[config.mk]
export PLATFORM = sky130hd
export DESIGN_NAME = dmem_arbiter
export DESIGN_NICKNAME = d
export VERILOG_FILES = /design/src/rtl/dmem_arb_pkg.sv /design/src/rtl/dmem_arbiter_rr.sv /design/src/rtl/dmem_arbiter.sv
export SDC_FILE = /design/constraint.sdc
export NUM_CORES = 1
export LEC_CHECK = 0
export BUFFER_PORTS_ARGS = -buffer_cell sky130_fd_sc_hd__buf_2
export CORE_AREA = 2 2 92 94
export CTS_CLUSTER_SIZE = 12
export DETAILED_ROUTE_END_ITERATION = 8
export DIE_AREA = 0 0 94 96
export GPL_ROUTABILITY_DRIVEN = 1
export PLACE_DENSITY = 0.71
export SLEW_MARGIN = 25
export SYNTH_ARGS = -nofsm -noshare
export SYNTH_HDL_FRONTEND = slang
export SYNTH_SLANG_ARGS = --single-unit
export TNS_END_PERCENT = 10
[constraint.sdc]
create_clock -name clock_i -period 2.18 [get_ports clock_i]
set_input_delay 0.436 -clock clock_i [delete_from_list [all_inputs] [get_ports clock_i]]
set_output_delay 0.436 -clock clock_i [all_outputs]
set_load 0.005 [all_outputs]
[src/rtl/dmem_arb_pkg.sv]
// rtl/dmem_arb_pkg.sv - shared constants and types for the data-RAM arbiter
package dmem_arb_pkg;

    localparam int DEF_ADDR_W    = 12;
    localparam int DEF_DATA_W    = 32;
    localparam int DEF_MAX_BURST = 8;
    localparam int BURST_W       = 8;

    localparam logic MST_CPU = 1'b0;
    localparam logic MST_AUX = 1'b1;

    typedef struct packed {
        logic valid;
        logic id;
    } rd_tag_t;

endpackage

[src/rtl/dmem_arbiter_rr.sv]
// rtl/dmem_arbiter_rr.sv - two-input round-robin grant with an m1 hold input
module rr_arbiter2
    import dmem_arb_pkg::*;
(
    input  logic clk_i,
    input  logic rst_i,
    input  logic req0_i,
    input  logic req1_i,
    input  logic hold1_i,
    output logic gnt0_o,
    output logic gnt1_o,
    output logic last_winner_o
);

    logic last_winner_q;
    logic last_winner_d;
    logic winner;

    always_comb begin
        winner = MST_CPU;
        if (req0_i && req1_i) begin
            // hold1_i already folds in the burst limit, so it only extends an m1 run
            winner = (hold1_i && (last_winner_q == MST_AUX)) ? MST_AUX : ~last_winner_q;
        end else if (req1_i) begin
            winner = MST_AUX;
        end
        gnt0_o        = req0_i & (winner == MST_CPU);
        gnt1_o        = req1_i & (winner == MST_AUX);
        last_winner_d = (req0_i | req1_i) ? winner : last_winner_q;
    end

    always_ff @(posedge clk_i or posedge rst_i) begin
        if (rst_i) begin
            last_winner_q <= MST_AUX;
        end else begin
            last_winner_q <= last_winner_d;
        end
    end

    assign last_winner_o = last_winner_q;

endmodule

[src/rtl/dmem_arbiter.sv]
// rtl/dmem_arbiter.sv - shares one synchronous data RAM port between cpu (m0) and aux (m1)
module dmem_arbiter
    import dmem_arb_pkg::*;
#(
    parameter int ADDR_W    = DEF_ADDR_W,
    parameter int DATA_W    = DEF_DATA_W,
    parameter int MAX_BURST = DEF_MAX_BURST
) (
    input  logic              clock_i,
    input  logic              reset_i,
    input  logic              m0_req_i,
    input  logic              m0_we_i,
    input  logic [ADDR_W-1:0] m0_addr_i,
    input  logic [DATA_W-1:0] m0_wdata_i,
    output logic              m0_gnt_o,
    output logic              m0_rvalid_o,
    output logic [DATA_W-1:0] m0_rdata_o,
    input  logic              m1_req_i,
    input  logic              m1_we_i,
    input  logic [ADDR_W-1:0] m1_addr_i,
    input  logic [DATA_W-1:0] m1_wdata_i,
    input  logic              m1_lock_i,
    output logic              m1_gnt_o,
    output logic              m1_rvalid_o,
    output logic [DATA_W-1:0] m1_rdata_o,
    output logic              ram_wEn_o,
    output logic [ADDR_W-1:0] ram_addr_o,
    output logic [DATA_W-1:0] ram_dataIn_o,
    input  logic [DATA_W-1:0] ram_dataOut_i
);

    localparam logic [BURST_W-1:0] MAX_CNT = BURST_W'(MAX_BURST);

    logic [BURST_W-1:0] burst_cnt_q;
    logic [BURST_W-1:0] burst_cnt_d;
    rd_tag_t            rd_tag_q;
    rd_tag_t            rd_tag_d;
    logic               hold1;
    logic               last_winner;
    logic               win_we;

    // A nonzero count means m1 owns the current run; at the limit m0 gets through
    assign hold1 = m1_lock_i && (burst_cnt_q != '0) && (burst_cnt_q < MAX_CNT);

    rr_arbiter2 u_rr (
        .clk_i         (clock_i),
        .rst_i         (reset_i),
        .req0_i        (m0_req_i),
        .req1_i        (m1_req_i),
        .hold1_i       (hold1),
        .gnt0_o        (m0_gnt_o),
        .gnt1_o        (m1_gnt_o),
        .last_winner_o (last_winner)
    );

    always_comb begin
        win_we       = 1'b0;
        ram_addr_o   = '0;
        ram_dataIn_o = '0;
        if (m0_gnt_o) begin
            win_we       = m0_we_i;
            ram_addr_o   = m0_addr_i;
            ram_dataIn_o = m0_wdata_i;
        end else if (m1_gnt_o) begin
            win_we       = m1_we_i;
            ram_addr_o   = m1_addr_i;
            ram_dataIn_o = m1_wdata_i;
        end
        ram_wEn_o = win_we;

        burst_cnt_d = burst_cnt_q;
        if (m1_gnt_o) begin
            if ((last_winner == MST_AUX) && m1_lock_i) begin
                burst_cnt_d = (burst_cnt_q == MAX_CNT) ? MAX_CNT : burst_cnt_q + 1'b1;
            end else begin
                burst_cnt_d = BURST_W'(1);
            end
        end else if (m0_gnt_o) begin
            burst_cnt_d = '0;
        end

        rd_tag_d.valid = (m0_gnt_o | m1_gnt_o) & ~win_we;
        rd_tag_d.id    = m1_gnt_o ? MST_AUX : MST_CPU;
    end

    always_ff @(posedge clock_i or posedge reset_i) begin
        if (reset_i) begin
            burst_cnt_q <= '0;
            rd_tag_q    <= '0;
        end else begin
            burst_cnt_q <= burst_cnt_d;
            rd_tag_q    <= rd_tag_d;
        end
    end

    assign m0_rvalid_o = rd_tag_q.valid && (rd_tag_q.id == MST_CPU);
    assign m1_rvalid_o = rd_tag_q.valid && (rd_tag_q.id == MST_AUX);
    assign m0_rdata_o  = m0_rvalid_o ? ram_dataOut_i : '0;
    assign m1_rdata_o  = m1_rvalid_o ? ram_dataOut_i : '0;

endmodule

==> impl_metrics.py, run 1 <==
metrics = {
    "run_status": {
        "violations": "setup timing",
        "status": "finished, violations left",
    },
    "grt": {
        "grt_antenna_before_repair": 0,
        "globalRouteOverflowTotal": 0,
        "grt_pass1_wl_um": 12170,
        "grt_usage_pct": 16.60,
        "grt_pass1_vias": 2555,
        "grt_max_degree": 40,
    },
    "yosys": {
        "synth_edf_count": 0,
        "avgSynthCellArea_sq_um": 6.217,
        "synthFlopType": "dfrtp_1",
        "yosysWarningCount": 0,
        "netlist-cell-type-count": 35,
        "synth_fp_nets": 417,
        "seq_area_frac_synth_pct": 15.44,
        "netlist_instances": 288,
        "synth_area_sq_mm": 0.001790,
        "async_flop_share_pct": 100.0,
        "ys_ff_latch": 11,
    },
    "clock_tree": {
        "cts_buffers": 3,
        "cts_tree": "done",
        "htree_levels": 1,
        "cts_root_buf": "clkbuf_8",
        "hold_buffers": 0,
        "clkSlewWorstSetupHoldPaths_ns": 0.06,
        "clock_sinks": 11,
        "clock_latency_ns": 0.25,
        "cts_buffer_depth": 2,
    },
    "sta": {
        "maxSlewViolCount": 0,
        "rsz0062_at_grt": "true",
        "layout_setup_ws_ns": -0.4333,
        "hold_ws_ns": 0.1885,
        "clock_skew_ns": 0.002528,
        "hold_viol": 0,
        "fin_crit_sh_pct": 119.9,
        "slew_headroom_pct": 69.12,
        "fmax_mhz": 382.7,
        "setup_viol": 49,
        "tightest_slew_ns": 0.4627,
        "min_period_ns": 2.613,
    },
    "place": {
        "dpl-instance-area_sq_mm": 0.003253,
        "dp_slack_ns": -0.1936,
        "globalplace.congestion": 0.7916,
        "place_hpwl_um": 6937,
        "io_buffers": 239,
    },
    "finish": {
        "fill_cells": 837,
        "drive_gt1_share_pct": 54.29,
        "fin_util_pct": 42.27,
        "fin_nets": 666,
        "area_growth_syn_to_layout_pct": 90.08,
        "diodes": 0,
        "fin_area_sq_mm": 0.003403,
    },
    "power_and_ir_drop": {
        "powerDensity_mw_per_mm2": 328.4,
        "peakVddDrop_mv": 0.1356,
        "static-leakage-power_nw": 2.086,
        "p_total_mw": 1.118,
    },
    "setup_path": {
        "critPathMaxFanout": 14,
        "critPathTopFamily": "simple AND/OR/NAND/NOR gates",
        "worst-path-buf-inv": 3,
        "slowest_delay_ns": 0.57,
        "required_ns": 1.74,
        "path_class": "flop to output pin",
        "crit_chain": "or4_4 -> o311ai_4 -> buf_6 -> clkbuf_16 -> nand3_1 -> o21ai_2 -> buf_2",
        "startpoint_type": "flop",
        "crit_path_end_kind": "output pin",
        "worst_path_max_delay_cell": "or4_4",
        "cp.arrival_ns": 2.18,
    },
    "die": {
        "die_y_um": 96,
        "dieWidth_um": 94,
        "ioPinCount": 240,
        "initial_core_util_pct": 22.24,
        "row_count": 33,
        "coreArea_sq_mm": 0.008051,
        "die_area_sq_mm": 0.009024,
    },
    "detailed_routing": {
        "drt_iter0_markers": 80,
        "drtAntennaViolNets": 0,
        "drtPass1Iterations": 4,
        "wl_per_cell_um": 13.56,
        "wirelength_um": 8689,
        "drc": 0,
        "vias": 3070,
        "vias_per_cell": 4.789,
    },
    "hold_path": {
        "hp-class": "input port to async pin",
    },
    "run": {
        "maxCapViolCount": 0,
    },
}
worst register-to-register path, delay by kind of cell (launching register included):
kind / cells / cell delay [ns]
flip-flops: 1 / 0.39
AND/OR/NAND/NOR: 1 / 0.57
buffers and inverters: 1 / 0.16
AO/OA/AOI/OAI: 3 / 1.06
area by class of cell:
cell class              instances  area, sq um  area share [%]
repair buffers                272         1518           44.60
multi-input cells             243         1405           41.29
flip-flops and latches         11        276.5           8.125
well taps                     105        131.4           3.860
clock buffers                   4        45.04           1.324
inverters                       6        27.53          0.8088
flip-flops by register name, indices dropped and copies added (netlist names):
register            cells
rd_tag_q                2
burst_cnt_q             8
u_rr.last_winner_o      1
power breakdown:
group	switching [mW]	internal, mW
sequential	0.00684	0.215
combinational	0.330	0.348
clock	0.0890	0.129
layout by cell type, fill, tap and decap left out, types with 3 or more instances in the layout:
cell      Yosys  layout
clkbuf_8      0       3
buf_6         3       3
a22o_1        6       6
o21ai_2       0       9
nand3_1      48      48
and3_1       33      33
o21ai_1      29      27
buf_4         1      27
and2_1       33      33
nand2_1      49      49
dfrtp_1      10      10
nor2b_1       4       4
buf_2         1     238
o21ai_0      16       9
inv_1         5       5
worst paths after layout:
check / startpoint / to / slack (ns) / cells past startpoint
setup reg to reg: burst_cnt_q[7] / burst_cnt_q[5] / -0.06 / 5
setup / recovery: burst_cnt_q[7] / ram_dataIn_o[22] / -0.43 / 7
hold / removal: reset_i / burst_cnt_q[2] / 0.19 / 2
max in group asynchronous: reset_i / u_rr.last_winner_o / 1.65 / 2
hold reg to reg: u_rr.last_winner_o / u_rr.last_winner_o / 0.51 / 2
min in group clock_i: m0_we_i / rd_tag_q[1] / 0.41 / 2
what timing repair did:
item / in CTS / in global routing
setup buffers: 2 / 1
gates cloned: 0 / 2
setup endpoints to repair: 49 / 52
pin swaps: 1 / 0
resized for setup: 10 / 4
metrics by stage:
step | TNS [ns] | std cells
floorplan | -3.534 | 288
global placement | -3.953 | 632
detailed placement | -6.203 | 632
CTS | -17.67 | 638
global route | -22.49 | 641
finish | -18.42 | 641
cell families (layout without fill, tap and decap cells):
logic type	count (synthesis)	count (layout)	synth area share, %
compound gates	62	62	21.66
fa+ha+maj	2	2	1.397
simple gates	177	177	51.78
flops	11	11	15.44
xor+xnor	2	2	0.9785
buf+inv	34	282	8.735
cells in the mapped netlist, types with 2 or more instances:
master | count | area [sq um]
buf_6 | 3 | 33.78
nor2b_1 | 4 | 25.02
o22ai_1 | 2 | 12.51
nand2b_1 | 2 | 12.51
o21ai_1 | 29 | 145.1
nor2_1 | 2 | 7.510
ha_1 | 2 | 25.02
and2_1 | 33 | 206.5
dfrtp_1 | 10 | 250.2
nor3_1 | 2 | 10.01
o21ai_0 | 16 | 80.08
clkbuf_1 | 22 | 82.58
o41ai_1 | 3 | 26.28
a22o_1 | 6 | 52.55
nand3_1 | 48 | 240.2
inv_1 | 5 | 18.77
nand2_1 | 49 | 183.9
and3_1 | 33 | 206.5
metal layers:
layer / wire length (um) / track usage (%) / up-vias
met5: 0 / 0 / -
met4: 77 / 3.261 / 0
met3: 714 / 2.271 / 7
met2: 4550 / 32.20 / 161
met1: 3347 / 19.39 / 1400
li1: - / - / 1502
Power figures use the tool's default switching activity.
==> run 2: changes to the inputs <==
--- a/config.mk
+++ b/config.mk
@@ -11,9 +11,10 @@
 export DETAILED_ROUTE_END_ITERATION = 8
 export DIE_AREA = 0 0 94 96
 export GPL_ROUTABILITY_DRIVEN = 1
-export PLACE_DENSITY = 0.71
+export PLACE_DENSITY = 0.68
 export SLEW_MARGIN = 25
 export SYNTH_ARGS = -nofsm -noshare
 export SYNTH_HDL_FRONTEND = slang
+export SYNTH_HIERARCHICAL = 1
 export SYNTH_SLANG_ARGS = --single-unit
 export TNS_END_PERCENT = 10
==> impl_metrics.py, run 2 <==
metrics = {
    "run_status": {
        "status": "finished, violations left",
        "violations": "setup timing",
    },
    "power_and_ir_drop": {
        "pwr-share-clk_pct": 16.8,
        "static-leakage-power_nw": 1.964,
        "peakVddDrop_mv": 0.1747,
        "switching_share_pct": 37.09,
        "pwr-share-comb_pct": 64.4,
        "switching_power_mw": 0.4646,
        "powerDensity_mw_per_mm2": 406.3,
        "p_total_mw": 1.253,
        "p_int_mw": 0.7881,
        "pwr-share-seq_pct": 18.8,
    },
    "place": {
        "dpl-instance-area_sq_mm": 0.003014,
        "place_hpwl_um": 6518,
        "dp_slack_ns": -0.4697,
        "globalplace.congestion": 0.9935,
        "io_buffers": 239,
        "place_inst": 550,
    },
    "yosys": {
        "yosysMostFrequentCell": "a22o_1",
        "yosysWarningCount": 6,
        "netlist_instances": 204,
        "avgSynthCellArea_sq_um": 7.710,
        "netlist.area_leader.share_pct": 25.06,
        "async_flop_share_pct": 100.0,
        "ys_ff_latch": 11,
        "synthFlopType": "dfrtp_1",
        "netlist-cell-type-count": 38,
        "synthTopCellsByArea": "a22o_1 25%, dfrtp_1 16%, and2_1 13%",
        "synthTopCellsByCount": "45 x a22o_1, 33 x and2_1, 32 x and3_1",
        "synth_edf_count": 0,
        "synth_fp_nets": 333,
        "seq_area_frac_synth_pct": 17.58,
        "synth_top_area_cell": "a22o_1",
        "synth_area_sq_mm": 0.001573,
    },
    "grt": {
        "grt_pass1_wl_um": 10230,
        "grt_antenna_before_repair": 0,
        "grt_max_degree": 34,
        "globalRouteOverflowTotal": 0,
        "grt_usage_pct": 14.29,
        "grt_pass1_vias": 2162,
    },
    "setup_path": {
        "crit_path_end_kind": "output pin",
        "critPathMaxFanout": 30,
        "startpoint_type": "flop",
        "worst_path_max_delay_cell": "or4_4",
        "path_class": "flop to output pin",
        "reg2regPathDepth": 8,
        "r2r-end": "burst_cnt_q[7]",
        "r2r-start": "burst_cnt_q[7]",
        "rrSetupSlack_ns": -0.26,
        "crit_chain": "or4_4 -> nor4b_4 -> nor2b_4 -> o21a_4 -> nor2b_4 -> buf_12 -> a22o_1 -> buf_2",
        "slowest_delay_ns": 0.56,
        "crit_top_cell": "nor2b_4",
        "cp-startpoint": "burst_cnt_q[7]",
        "endpoint": "ram_dataIn_o[13]",
        "cp.arrival_ns": 2.36,
        "required_ns": 1.74,
    },
    "sta": {
        "fmax_mhz": 357.3,
        "tightest_slew_ns": 0.3991,
        "hold_viol": 0,
        "rsz0062_at_grt": "true",
        "clock_skew_ns": 0.003235,
        "fin_crit_sh_pct": 128.4,
        "layout_setup_ws_ns": -0.6184,
        "min_period_ns": 2.798,
        "setup_viol": 56,
        "maxSlewViolCount": 0,
        "slew_headroom_pct": 73.37,
    },
    "detailed_routing": {
        "vias": 2585,
        "drtPass1Iterations": 4,
        "drt_iter0_markers": 51,
        "vias_per_cell": 4.666,
        "drc": 0,
        "wirelength_um": 7667,
        "drtAntennaViolNets": 0,
        "wl_per_cell_um": 13.84,
    },
    "finish": {
        "drive_gt1_share_pct": 62.81,
        "area_growth_syn_to_layout_pct": 96.02,
        "fin_cells": 554,
        "regMostFlops": "burst_cnt_q",
        "fin_area_sq_mm": 0.003083,
        "diodes": 0,
        "largest_reg_flops": 8,
        "fin_nets": 579,
        "fin_util_pct": 38.29,
        "final_cell_mix": "239 x buf_2, 44 x a22o_1, 33 x and2_1, 32 x and3_1, 24 x buf_4",
        "layout_commonest_cell": "buf_2",
    },
    "die": {
        "ioPinCount": 240,
        "dieWidth_um": 94,
        "coreArea_sq_mm": 0.008051,
        "initial_core_util_pct": 19.53,
        "die_area_sq_mm": 0.009024,
        "row_count": 33,
        "die_y_um": 96,
    },
    "clock_tree": {
        "clkSlewWorstSetupHoldPaths_ns": 0.05,
        "hold_buffers": 0,
        "htree_levels": 1,
        "clock_latency_ns": 0.24,
        "clock_sinks": 11,
        "cts_root_buf": "clkbuf_8",
        "cts_buffer_depth": 2,
        "cts_tree": "done",
        "cts_buffers": 3,
    },
    "run": {
        "maxCapViolCount": 0,
    },
    "hold_path": {
        "hp-class": "input port to async pin",
    },
}
## run 2: changes by cell type after synthesis, moves of 3 or more
cell,before,now
nand3_1,48,4
nand2_1,49,9
a22o_1,6,45
o21ai_1,29,0
clkbuf_1,22,12
o21ai_0,16,6
buf_2,1,7
a22oi_1,0,5
o41ai_1,3,0
## run 2: what timing repair did
item / in CTS / in global routing
hold endpoints to repair: 0 / 0
resized for setup: 2 / 2
setup endpoints to repair: 56 / 56
pin swaps: 7 / 7
buffers inserted: 0 / 0
## run 2: power groups by stage
| stage | combinational (mW) | clock, mW | sequential (mW) |
|---|---|---|---|
| 2_1_floorplan | 0.388 | 0 | 0.243 |
| 3_3_place_gp | 0.793 | 0 | 0.237 |
| 3_5_place_dp | 0.803 | 0 | 0.237 |
| 4_1_cts | 0.808 | 0.217 | 0.235 |
| 5_1_grt | 0.895 | 0.224 | 0.236 |
| 6_report | 0.807 | 0.211 | 0.235 |
## run 2: cell type report
class,instances,area (sq um)
clock buffer,4,45.04
fill,835,4969
inverter,6,22.52
multi-input combinational,164,1211
sequential,11,276.5
tap,105,131.4
timing repair buffer,264,1396
## run 2: how the worst min path moves through the flow
| stage | to | slack, ns | from | cells past startpoint |
|---|---|---|---|---|
| after detailed placement | burst_cnt_q[0] | 0.47 | reset_i | 2 |
| after global placement | burst_cnt_q[0] | 0.46 | reset_i | 2 |
| after global routing | u_rr/last_winner_o | 0.23 | reset_i | 2 |
| after CTS | burst_cnt_q[2] | 0.21 | reset_i | 2 |
| final | burst_cnt_q[0] | 0.19 | reset_i | 2 |
| after floorplan | burst_cnt_q[0] | 0.28 | reset_i | 1 |
## run 2: logic make-up after synthesis
logic type      share of synthesized area [%]
buf+inv                                 8.671
fa+ha+maj                               1.591
flops                                   17.58
simple gates                            37.55
compound gates                          34.61
## run 2: metal layers
metal	global-route usage, %	part of all wire, %
met1	17.18	39
met2	26.37	51
met3	2.271	8.8
met4	3.865	1.3
met5	0	0
## run 2: critical path, delay by kind of cell, from the launching register on
kind / cells / cell delay [ns]
simple gates: 4 / 1.06
compound gates: 2 / 0.38
flops: 1 / 0.37
buf+inv: 2 / 0.30
## run 2: per-stage QoR
stage | TNS, ns | hold WS [ns]
after floorplan | -22.26 | 0.2762
after detailed placement | -21.77 | 0.4681
after global placement | -19.15 | 0.4643
final | -29.25 | 0.1885
after CTS | -29.96 | 0.2085
after global routing | -34.47 | 0.2331
==> run 3: changes to the inputs <==
==> constraint.sdc (replaced) <==
create_clock -name clock_i -period 2.18 [get_ports clock_i]
set_input_delay 0.436 -clock clock_i [delete_from_list [all_inputs] [get_ports clock_i]]
set_output_delay 0.436 -clock clock_i [all_outputs]
set_load 0.05 [all_outputs]
==> impl_metrics.py, run 3 (synthesis results as in run 2) <==
metrics = {
    "run_status": {
        "status": "finished, violations left",
        "violations": "setup timing",
    },
    "power_and_ir_drop": {
        "switching_share_pct": 52.98,
        "p_total_mw": 2.447,
        "powerDensity_mw_per_mm2": 600.7,
        "switching_power_mw": 1.297,
        "pwr-share-clk_pct": 8.7,
        "p_int_mw": 1.151,
        "static-leakage-power_nw": 2.350,
        "pwr-share-seq_pct": 9.5,
        "peakVddDrop_mv": 0.3497,
        "pwr-share-comb_pct": 81.8,
    },
    "sta": {
        "clock_skew_ns": 0.009370,
        "rsz0062_at_grt": "true",
        "maxSlewViolCount": 0,
        "tightest_slew_ns": 0.4215,
        "hold_ws_ns": 0.1813,
        "fin_crit_sh_pct": 134.7,
        "min_period_ns": 2.937,
        "hold_viol": 0,
        "slew_headroom_pct": 71.87,
        "setup_viol": 56,
        "fmax_mhz": 340.5,
        "layout_setup_ws_ns": -0.7569,
    },
    "clock_tree": {
        "htree_levels": 1,
        "cts_tree": "done",
        "clkSlewWorstSetupHoldPaths_ns": 0.06,
        "cts_buffer_depth": 2,
        "hold_buffers": 0,
        "cts_root_buf": "clkbuf_8",
        "cts_buffers": 3,
        "clock_latency_ns": 0.25,
        "clock_sinks": 11,
    },
    "setup_path": {
        "reg2regPathDepth": 8,
        "critPathMaxFanout": 6,
        "cp.arrival_ns": 2.50,
        "r2r-end": "burst_cnt_q[5]",
        "rrSetupSlack_ns": -0.23,
        "endpoint": "ram_addr_o[0]",
        "r2r-start": "burst_cnt_q[4]",
        "crit_path_end_kind": "output pin",
        "startpoint_type": "flop",
        "cp-startpoint": "burst_cnt_q[4]",
        "path_class": "flop to output pin",
        "required_ns": 1.74,
    },
    "die": {
        "die_area_sq_mm": 0.009024,
        "ioPinCount": 240,
        "die_y_um": 96,
        "row_count": 33,
        "dieWidth_um": 94,
        "coreArea_sq_mm": 0.008051,
        "initial_core_util_pct": 19.53,
    },
    "finish": {
        "fin_cells": 562,
        "fin_nets": 587,
        "final_cell_mix": "192 x buf_2, 41 x a22o_4, 41 x buf_8, 33 x and2_1, 32 x and3_1",
        "largest_reg_flops": 8,
        "drive_gt1_share_pct": 73.30,
        "regMostFlops": "burst_cnt_q",
        "area_growth_syn_to_layout_pct": 159.0,
        "diodes": 0,
        "fin_util_pct": 50.60,
        "layout_commonest_cell": "buf_2",
    },
    "detailed_routing": {
        "vias_per_cell": 4.792,
        "drtAntennaViolNets": 0,
        "drtPass1Iterations": 4,
        "wirelength_um": 8782,
        "vias": 2693,
        "drc": 0,
        "wl_per_cell_um": 15.63,
        "drt_iter0_markers": 46,
    },
    "grt": {
        "grt_max_degree": 34,
        "grt_antenna_before_repair": 0,
        "globalRouteOverflowTotal": 0,
        "grt_pass1_wl_um": 12080,
        "grt_pass1_vias": 2488,
        "grt_usage_pct": 16.75,
    },
    "place": {
        "globalplace.congestion": 0.8641,
        "place_inst": 550,
        "place_hpwl_um": 6702,
        "io_buffers": 239,
    },
    "hold_path": {
        "hp-class": "input port to async pin",
    },
    "run": {
        "maxCapViolCount": 0,
    },
}
-- run 3: cell types whose count changed in the layout (fill, tap and decap cells not counted), moves of 2 or more --
cell / before / now
buf_2: 239 / 192
clkbuf_16: 0 / 2
a22o_2: 0 / 3
buf_12: 1 / 4
buf_16: 0 / 2
buf_6: 0 / 5
a22o_4: 1 / 41
buf_4: 24 / 26
buf_8: 0 / 41
a22o_1: 44 / 1
-- run 3: repair_timing --
action / in CTS / in global routing
cloned: 2 / 2
endpoints found under the setup margin: 56 / 56
gates resized for setup: 135 / 2
hold endpoints to repair: 0 / 0
buffers inserted: 3 / 1
pin swaps: 0 / 0
-- run 3: how the worst min path moves through the flow --
stage               slack (ns)             end     from  cells after the start
detailed placement        0.45  burst_cnt_q[1]  reset_i                      2
finish                    0.18  burst_cnt_q[7]  reset_i                      2
global placement          0.45  burst_cnt_q[7]  reset_i                      2
CTS                       0.19  burst_cnt_q[1]  reset_i                      2
global route              0.22  burst_cnt_q[1]  reset_i                      2
floorplan                 0.28  burst_cnt_q[0]  reset_i                      1
-- run 3: per-layer routing --
layer	vias to the layer above	GRT usage (%)	routed length (um)
met2	173	31.61	4605
met3	18	3.132	755
li1	1267	-	-
met5	-	0	0
met4	0	5.314	201
met1	1235	18.98	3220
-- run 3: final cells by class --
class | instances | area, sq um
clock buffer | 3 | 41.29
clock inverter | 1 | 5.005
fill | 750 | 3978
inverter | 6 | 22.52
multi-input combinational | 164 | 1584
sequential | 11 | 276.5
tap | 105 | 131.4
timing repair buffer | 272 | 2013
-- run 3: stage by stage --
stage / setup WS (ns) / TNS [ns] / area, sq um
2_1_floorplan: -0.7970 / -38.65 / 2002
3_3_place_gp: -0.5624 / -25.26 / 3433
3_5_place_dp: -0.6011 / -27.43 / 3433
4_1_cts: -0.7490 / -33.84 / 4006
5_1_grt: -0.7974 / -37.05 / 4074
6_report: -0.7569 / -34.51 / 4074
-- run 3: worst max-delay path, cell delays in order (launching register included) --
cell and delay [ns]:
dfrtp_1 0.39, or4_4 0.56, nor4b_4 0.27, nor2b_4 0.09, o21a_4 0.23, nor2b_4 0.14
buf_4 0.16, buf_16 0.12, a22o_2 0.16, buf_8 0.15
-- run 3: power groups by stage --
stage          sequential, mW  combinational [mW]  clock [mW]
6_report                0.232                2.00       0.213
3_3_place_gp            0.234                1.67           0
4_1_cts                 0.232                1.98       0.217
5_1_grt                 0.234                2.09       0.222
3_5_place_dp            0.235                1.69           0
2_1_floorplan           0.243                1.23           0
